<file path="config.mk">
export PLATFORM = sky130hd
export DESIGN_NAME = regfile_write_arbiter
export DESIGN_NICKNAME = d
export VERILOG_FILES = /design/src/rtl/regfile_pkg.sv /design/src/rtl/rr_arbiter2.sv /design/src/rtl/regfile_write_arbiter.sv
export SDC_FILE = /design/constraint.sdc
export NUM_CORES = 1
export LEC_CHECK = 0
export ABC_CLOCK_PERIOD_IN_PS = 2700
export BUFFER_PORTS_ARGS = -buffer_cell sky130_fd_sc_hd__buf_4
export CAP_MARGIN = 20
export CORE_MARGIN = 8
export CORE_UTILIZATION = 48
export DETAILED_ROUTE_END_ITERATION = 10
export PLACE_DENSITY = 0.89
export SYNTH_ARGS = -nofsm -noshare
export SYNTH_HDL_FRONTEND = slang
export SYNTH_SLANG_ARGS = --single-unit
</file>
<file path="constraint.sdc">
create_clock -name Clock -period 2.7 [get_ports Clock]
set_input_delay 0.54 -clock Clock [delete_from_list [all_inputs] [get_ports Clock]]
set_output_delay 0.54 -clock Clock [all_outputs]
set_load 0.05 [all_outputs]
</file>
<file path="src/rtl/regfile_pkg.sv">
// Shared widths and the writeback request record for the register-file write path.
package regfile_pkg;
  localparam int ADDR_W   = 5;
  localparam int DATA_W   = 32;
  localparam int NUM_REGS = 32;

  localparam logic [ADDR_W-1:0] REG_ZERO = '0;

  typedef struct packed {
    logic              valid;
    logic [ADDR_W-1:0] addr;
    logic [DATA_W-1:0] data;
  } wb_req_t;
endpackage

</file>
<file path="src/rtl/rr_arbiter2.sv">
// Two-way round-robin grant. prio names the requester that wins a tie.
module rr_arbiter2 #(
  parameter int PRIO_INIT = 0
) (
  input  logic       Clock,
  input  logic       Reset,
  input  logic [1:0] req,
  input  logic       en,
  output logic [1:0] gnt
);
  logic prio;

  // Grant the lone requester, or the favoured one when both ask.
  always_comb begin
    gnt = 2'b00;
    if (en) begin
      case (req)
        2'b01:   gnt = 2'b01;
        2'b10:   gnt = 2'b10;
        2'b11:   gnt = prio ? 2'b10 : 2'b01;
        default: gnt = 2'b00;
      endcase
    end
  end

  // Every grant is a completed transfer; favour the other side next time.
  always_ff @(posedge Clock) begin
    if (!Reset)      prio <= PRIO_INIT[0];
    else if (|gnt)   prio <= gnt[0];
  end
endmodule

</file>
<file path="src/rtl/regfile_write_arbiter.sv">
// Shares the register-file write port between ALU and load writeback and
// tracks pending writes per register for RAW stalls at issue.
module regfile_write_arbiter
  import regfile_pkg::*;
#(
  parameter int PRIO_INIT = 0
) (
  input  logic                Clock,
  input  logic                Reset,
  input  logic                Req0Valid,
  output logic                Req0Ready,
  input  logic [ADDR_W-1:0]   Req0Addr,
  input  logic [DATA_W-1:0]   Req0Data,
  input  logic                Req1Valid,
  output logic                Req1Ready,
  input  logic [ADDR_W-1:0]   Req1Addr,
  input  logic [DATA_W-1:0]   Req1Data,
  input  logic                ReserveValid,
  input  logic [ADDR_W-1:0]   ReserveAddr,
  output logic                ReserveStall,
  output logic [NUM_REGS-1:0] Busy,
  output logic                RegWrite,
  output logic [ADDR_W-1:0]   WriteAddr,
  output logic [DATA_W-1:0]   WriteData
);
  wb_req_t             req0, req1, win;
  logic [1:0]          gnt;
  logic                accept;
  logic [NUM_REGS-1:0] retire, busy_live, claim, busy_nxt;

  assign req0 = '{valid: Req0Valid, addr: Req0Addr, data: Req0Data};
  assign req1 = '{valid: Req1Valid, addr: Req1Addr, data: Req1Data};

  // Grants are suppressed while Reset is low so nothing is accepted then.
  rr_arbiter2 #(.PRIO_INIT(PRIO_INIT)) u_arb (
    .Clock (Clock),
    .Reset (Reset),
    .req   ({req1.valid, req0.valid}),
    .en    (Reset),
    .gnt   (gnt)
  );

  assign Req0Ready = gnt[0];
  assign Req1Ready = gnt[1];
  assign accept    = |gnt;
  assign win       = gnt[1] ? req1 : req0;

  // Output stage: one registered write per accepted request; r0 is never written.
  always_ff @(posedge Clock) begin
    if (!Reset) begin
      RegWrite  <= 1'b0;
      WriteAddr <= '0;
      WriteData <= '0;
    end else if (accept) begin
      RegWrite  <= (win.addr != REG_ZERO);
      WriteAddr <= win.addr;
      WriteData <= win.data;
    end else begin
      RegWrite  <= 1'b0;
    end
  end

  // Scoreboard next state: a write retiring now frees its register for a
  // same-cycle reservation, and the new reservation wins over the clear.
  always_comb begin
    retire = '0;
    if (RegWrite) retire[WriteAddr] = 1'b1;
    busy_live    = Busy & ~retire;
    ReserveStall = Reset & ReserveValid & busy_live[ReserveAddr];
    claim = '0;
    if (Reset && ReserveValid && (ReserveAddr != REG_ZERO) && !busy_live[ReserveAddr])
      claim[ReserveAddr] = 1'b1;
    busy_nxt    = busy_live | claim;
    busy_nxt[0] = 1'b0;
  end

  // Pending-write bitmap register.
  always_ff @(posedge Clock) begin
    if (!Reset) Busy <= '0;
    else        Busy <= busy_nxt;
  end
endmodule
</file>
Word-level counts from Yosys, hierarchy flattened. Index checks and enable logic that the tools add are counted.

Magnitude comparators: 4. Reduce and logical (&&, ||, !) cells: 10. Equality and inequality tests: 3. Bitwise operators: 5. Mux-type cells: 12.

Operator list (number): 32-bit 2-to-1 mux (2); 37-bit 2-to-1 mux (1); 32-bit AND (1); 32-bit NOT (1); 32-bit OR (1); 5-bit by 6-bit < comparator with 1-bit output (second input constant) (2); 1-bit demux with 5-bit select (2); 5-bit by 1-bit greater-or-equal comparator with 1-bit output (second input constant) (2); 5-bit nonzero test (2); 2-bit case mux with 3 select lines (1); 1-bit binary-select mux with 5-bit select (1); 1-bit logical AND (5); 2-bit equality test (second input constant) (2); 2-bit 2-to-1 mux (2); 1-bit 2-to-1 mux (3); 1-bit AND (2); 2-bit by 1-bit equality test with 1-bit output (second input constant) (1); 2-bit AND reduction (1); 2-bit OR reduction (1); 1-bit zero test (1).

Bits of input ports: 84. Logic and storage cells: 40. Flip-flop bits (word level): 71. Output and inout bits: 73.

Depth between registers and ports, before layout.
Depth after elaboration: 13. Gate-level depth with buffers: 8. Mapped depth without buffers: 5.

Hierarchy. Synthesis repeated with hierarchy kept, for this count alone.

Cells, all modules: 421. Area, all modules: 3590.9 µm².

By module, submodules not included: regfile_write_arbiter (instances 1, area an instance 3532.1 µm², cells an instance 412, seq. area each 1381.3 µm²); rr_arbiter2 (instances 1, area an instance 58.8 µm², cells an instance 9, seq. area each 20.0 µm²).

Worst setup path before layout. Ideal clock, no wire load.

Kind: in2out. From: input port ReserveAddr[0]. To: output port ReserveStall. Arrival: 2671 ps. Cell stages on the path: 7. Slack: -511 ps. Required time: 2160 ps. Buffers on the path: 3. Cells stage by stage: buf_2 > buf_2 > buf_2 > mux2i_1 > o31a_1 > and4_2 > a31oi_1.

Longest elaborated chain between the ends: 3.

RTL lines: start: declaration (RTL line regfile_write_arbiter.sv:19) `input logic [ADDR_W-1:0] ReserveAddr,`; 1-bit binary-select mux with 5-bit select (RTL line regfile_write_arbiter.sv:69) `ReserveStall = Reset & ReserveValid & busy_live[ReserveAddr];`; 1-bit 2-to-1 mux (implied by the code) (RTL line regfile_write_arbiter.sv:69); 1-bit AND (RTL line regfile_write_arbiter.sv:69); end: declaration (RTL line regfile_write_arbiter.sv:20) `output logic ReserveStall,`.

Every way passes these cells. The select of a mux whose other input is x is not followed.

Final worst setup path.
From: register WriteAddr[2]. To: output port ReserveStall.

Longest elaborated chain between the ends: 10. Elaborated cells on any way between the ends: 11. Those cells by class: order compare: 2; mux: 5; bitwise: 3; reduce/logical: 1.

RTL lines: start: declaration (RTL line regfile_write_arbiter.sv:23) `output logic [ADDR_W-1:0] WriteAddr,`; start signal: assignment (RTL line regfile_write_arbiter.sv:56) `WriteAddr <= win.addr;`; 5-bit by 6-bit < comparator with 1-bit output (implied by the code) or 5-bit by 1-bit greater-or-equal comparator with 1-bit output (tied branches) (RTL line regfile_write_arbiter.sv:67) `if (RegWrite) retire[WriteAddr] = 1'b1;`; 1-bit logical AND (implied by the code) (RTL line regfile_write_arbiter.sv:67); 1-bit 2-to-1 mux (implied by the code) (RTL line regfile_write_arbiter.sv:67); 1-bit demux with 5-bit select (*) (RTL line regfile_write_arbiter.sv:67); 32-bit 2-to-1 mux (*) (RTL line regfile_write_arbiter.sv:67); 32-bit NOT (*) (RTL line regfile_write_arbiter.sv:68) `busy_live = Busy & ~retire;`; 32-bit AND (*) (RTL line regfile_write_arbiter.sv:68); 1-bit binary-select mux with 5-bit select (*) (RTL line regfile_write_arbiter.sv:69); 1-bit 2-to-1 mux (implied by the code) (*) (RTL line regfile_write_arbiter.sv:69); 1-bit AND (*) (RTL line regfile_write_arbiter.sv:69).

Every way passes the cells marked *; elsewhere a longest branch is shown, timed or not. The select of a mux whose other input is x is not followed.

==> out/qor.json <==
{
  "status": {
    "run_status": "complete, but fails checks",
    "violations": "negative setup slack"
  },
  "place": {
    "portBuffers": 155,
    "dp.cells": 642,
    "gpl.final_weighted_congestion": 0.960,
    "place.detailed.hpwl_mm": 9.83,
    "pre_cts_ws_ns": 0.0364,
    "dpl-instance-area_sq_um": 5080
  },
  "sta": {
    "max-slew-margin-rel_pct": 64.9,
    "fmax_mhz": 355,
    "min_period_ns": 2.82,
    "finalSetupViolCount": 1,
    "timing.final.max_slew_violations": 0,
    "period_share_pct": 104,
    "clock-skew-final_ns": 0.00875,
    "max_slew.worst_pin.slew_ns": 0.524,
    "grt_setup_unrepaired": "true",
    "setup_ws_post_layout_ns": -0.115,
    "final_hold_viol_count": 0
  },
  "worst_setup_path": {
    "startpoint_of_the_most_critical_register_to_register_path": "WriteAddr[2]",
    "timing.critical_path.arrival_ns": 2.28,
    "type_of_element_capturing_the_critical_path": "primary output",
    "reg2reg_setup_slack_ns": 0.30,
    "worst_r2r_path_depth": 7,
    "criticalPathCategory": "register to primary output",
    "worstPathMaxFanout": 7,
    "setup.worst_path.start_class": "register",
    "timing.critical_path.required_ns": 2.16,
    "crit-reg2reg-capture": "Busy[22]"
  },
  "finish": {
    "p_r_area_growth_vs_syn_pct": 44.3,
    "share_of_layout_cells_above_drive_strength_1_pct": 40.5,
    "area_used_by_multi_input_combinational_logic_sq_um": 2240,
    "diodes": 0,
    "layout_commonest_cell": "buf_4",
    "finalCoreUtilization_pct": 70.8,
    "final_design_area_no_fill_sq_um": 5440,
    "nets": 644,
    "fill_cells": 589,
    "final-seq-area_sq_um": 1410,
    "most-common-layout-cells": "buf_4 (182), dfxtp_1 (68), nand2_1 (53)",
    "final-instance-count-excl-fill": 667
  },
  "synthesis": {
    "synthCells": 401,
    "syn_std_cell_area_sq_um": 3770,
    "ys.warnings.count": 0,
    "synth_cell_type_count": 57,
    "synth_area_per_cell_sq_um": 9.40,
    "synth.yosys.seq_area_share_pct": 37.2,
    "synth-seq-cells": 70,
    "synth_edf_count": 0,
    "synth_fp_nets": 485,
    "synth_top_flop_cell": "dfxtp_1",
    "synth-async-reset-ratio_pct": 0
  },
  "clocking": {
    "clock-sinks": 70,
    "max-clock-path-buffers": 2,
    "cts_hold_repair.buffers": 0,
    "cts_root_buffer": "clkbuf_8",
    "clk_pin_slew_worst_paths_ns": 0.08,
    "tritoncts": "yes",
    "htree_num_levels": 3,
    "clkLatencyLatePin_ns": 0.35,
    "cts_buffers": 9
  },
  "min_path": {
    "min_path_type": "input port to register",
    "min_from": "Req0Valid",
    "worst_hold_path.num_cells": 2,
    "holdPathEnd": "u_arb.prio"
  },
  "global_routing": {
    "grt_first_pass_wirelength_mm": 21.0,
    "grt_pass1_vias": 4282,
    "remaining_global_route_overflow": 0,
    "grt_max_degree": 50,
    "grtUsageTotal_pct": 23.1,
    "number_of_antenna_violations_at_the_first_check_in_global_routing": 0
  },
  "die": {
    "core-area_sq_um": 7690,
    "die_area_sq_um": 10900,
    "width_of_the_die_um": 105,
    "effective_utilization_at_floorplan_pct": 49.0,
    "die_h_um": 105,
    "row_count": 32,
    "io_pins": 157
  },
  "drt": {
    "drt-total-wl_mm": 13.1,
    "detailroute.via_count": 4123,
    "detail-route-antenna-nets": 0,
    "vias_per_cell": 6.18,
    "route.detailed.drc": 0,
    "routed_wire_length_per_instance_um": 19.7,
    "dr.pass1.iters": 8,
    "drtIter0Drc": 266
  },
  "pwr": {
    "ir_worst_vdd_v": 0.000303,
    "p_per_area_nw_per_um2": 521,
    "power.total_w": 0.00283,
    "power.static_leakage_nw": 2.84
  },
  "run": {
    "max-cap-violations": 0
  }
}
-- critical path: stages (launching register included) --
cell     delay, ns
dfxtp_4       0.37
or4b_4        0.57
o311a_1       0.33
o21ai_2       0.16
and4_4        0.24
a31oi_4       0.08
buf_6         0.17
-- power breakdown --
part / internal (W) / switching (W) / leakage, nW
Clock: 0.000637 / 0.000409 / 0.126
Sequential: 0.00108 / 0.0000368 / 0.575
Combinational: 0.000261 / 0.000407 / 2.14
Total: 0.00198 / 0.000853 / 2.84
-- worst max path at each step --
stage	depth (start not counted)	startpoint	to	slack, ns
after detailed placement	8	ReserveAddr[0]	ReserveStall	0.04
after global routing	7	RegWrite	ReserveStall	-0.18
final	6	WriteAddr[2]	ReserveStall	-0.12
after floorplan	8	ReserveAddr[0]	ReserveStall	0.0008
after global placement	8	ReserveAddr[0]	ReserveStall	0.09
after CTS	6	WriteAddr[2]	ReserveStall	-0.12
-- kinds of logic after synthesis --
| group | after synthesis | synth area share [%] |
|---|---|---|
| flip-flops | 70 | 37.2 |
| AND/OR/NAND/NOR | 114 | 15.9 |
| other | 1 | 0.0995 |
| XOR/XNOR | 2 | 0.465 |
| multiplexers | 52 | 14.4 |
| buffers and inverters | 41 | 5.24 |
| AO/OA/AOI/OAI | 121 | 26.7 |
-- state kept, by name, indices dropped and copies added (netlist names) --
name        flops
WriteAddr       5
Busy           31
u_arb.prio      1
RegWrite        1
WriteData      32
-- layer usage --
layer / share of wire [%] / global-route usage [%] / wire length [um]
met2: 47 / 38.5 / 6220
met1: 36 / 24.9 / 4750
met3: 12 / 8.72 / 1560
met5: 0 / 0 / 0
met4: 4.6 / 13.0 / 607
-- synthesized netlist by cell type (2+ instances only) --
master	n	area share, %
o211ai_1	26	5.2
nand3_1	6	0.80
nand4bb_1	2	0.60
and4_1	2	0.46
nor2b_1	5	0.83
nand2_1	53	5.3
a31oi_1	2	0.33
a41o_1	2	0.53
dfxtp_1	70	37
nand4b_1	3	0.70
a32o_1	4	1.1
o311ai_0	5	1.2
clkbuf_1	15	1.5
nand2b_1	2	0.33
o21ai_0	8	1.1
and2_1	3	0.50
o311a_1	3	0.80
and4b_1	2	0.53
a31o_2	2	0.46
buf_4	3	0.60
buf_1	2	0.20
nand4_1	6	1.0
nor3_1	8	1.1
o31ai_1	15	3.0
buf_2	14	1.9
o211a_1	38	10
buf_6	2	0.60
nor2_1	10	1.0
mux2_2	9	2.7
o21a_1	2	0.40
and3_1	2	0.33
a21oi_1	6	0.80
mux2i_1	42	11
inv_1	4	0.40
-- area by class of cell --
cell class,count,share of cell area [%]
clock inverters,6,2.00
well taps,102,2.35
flip-flops and latches,70,25.9
inverters,5,0.345
clock buffers,10,2.53
multi-input cells,290,41.2
repair buffers,184,25.7
-- what timing repair did --
| item | CTS | global route |
|---|---|---|
| gates resized for setup | 8 | 4 |
| endpoints found under the hold margin | 0 | 0 |
| buffers inserted | 5 | 4 |
| pin swaps | 4 | 1 |
| setup endpoints to repair | 1 | 1 |
-- metrics by stage --
stage          TNS [ns]  hold slack (ns)
2_1_floorplan         0            0.493
3_3_place_gp          0            0.480
3_5_place_dp          0            0.489
4_1_cts          -0.118            0.432
5_1_grt          -0.175            0.454
6_report         -0.115            0.440
(Power assumes the default switching activity.)
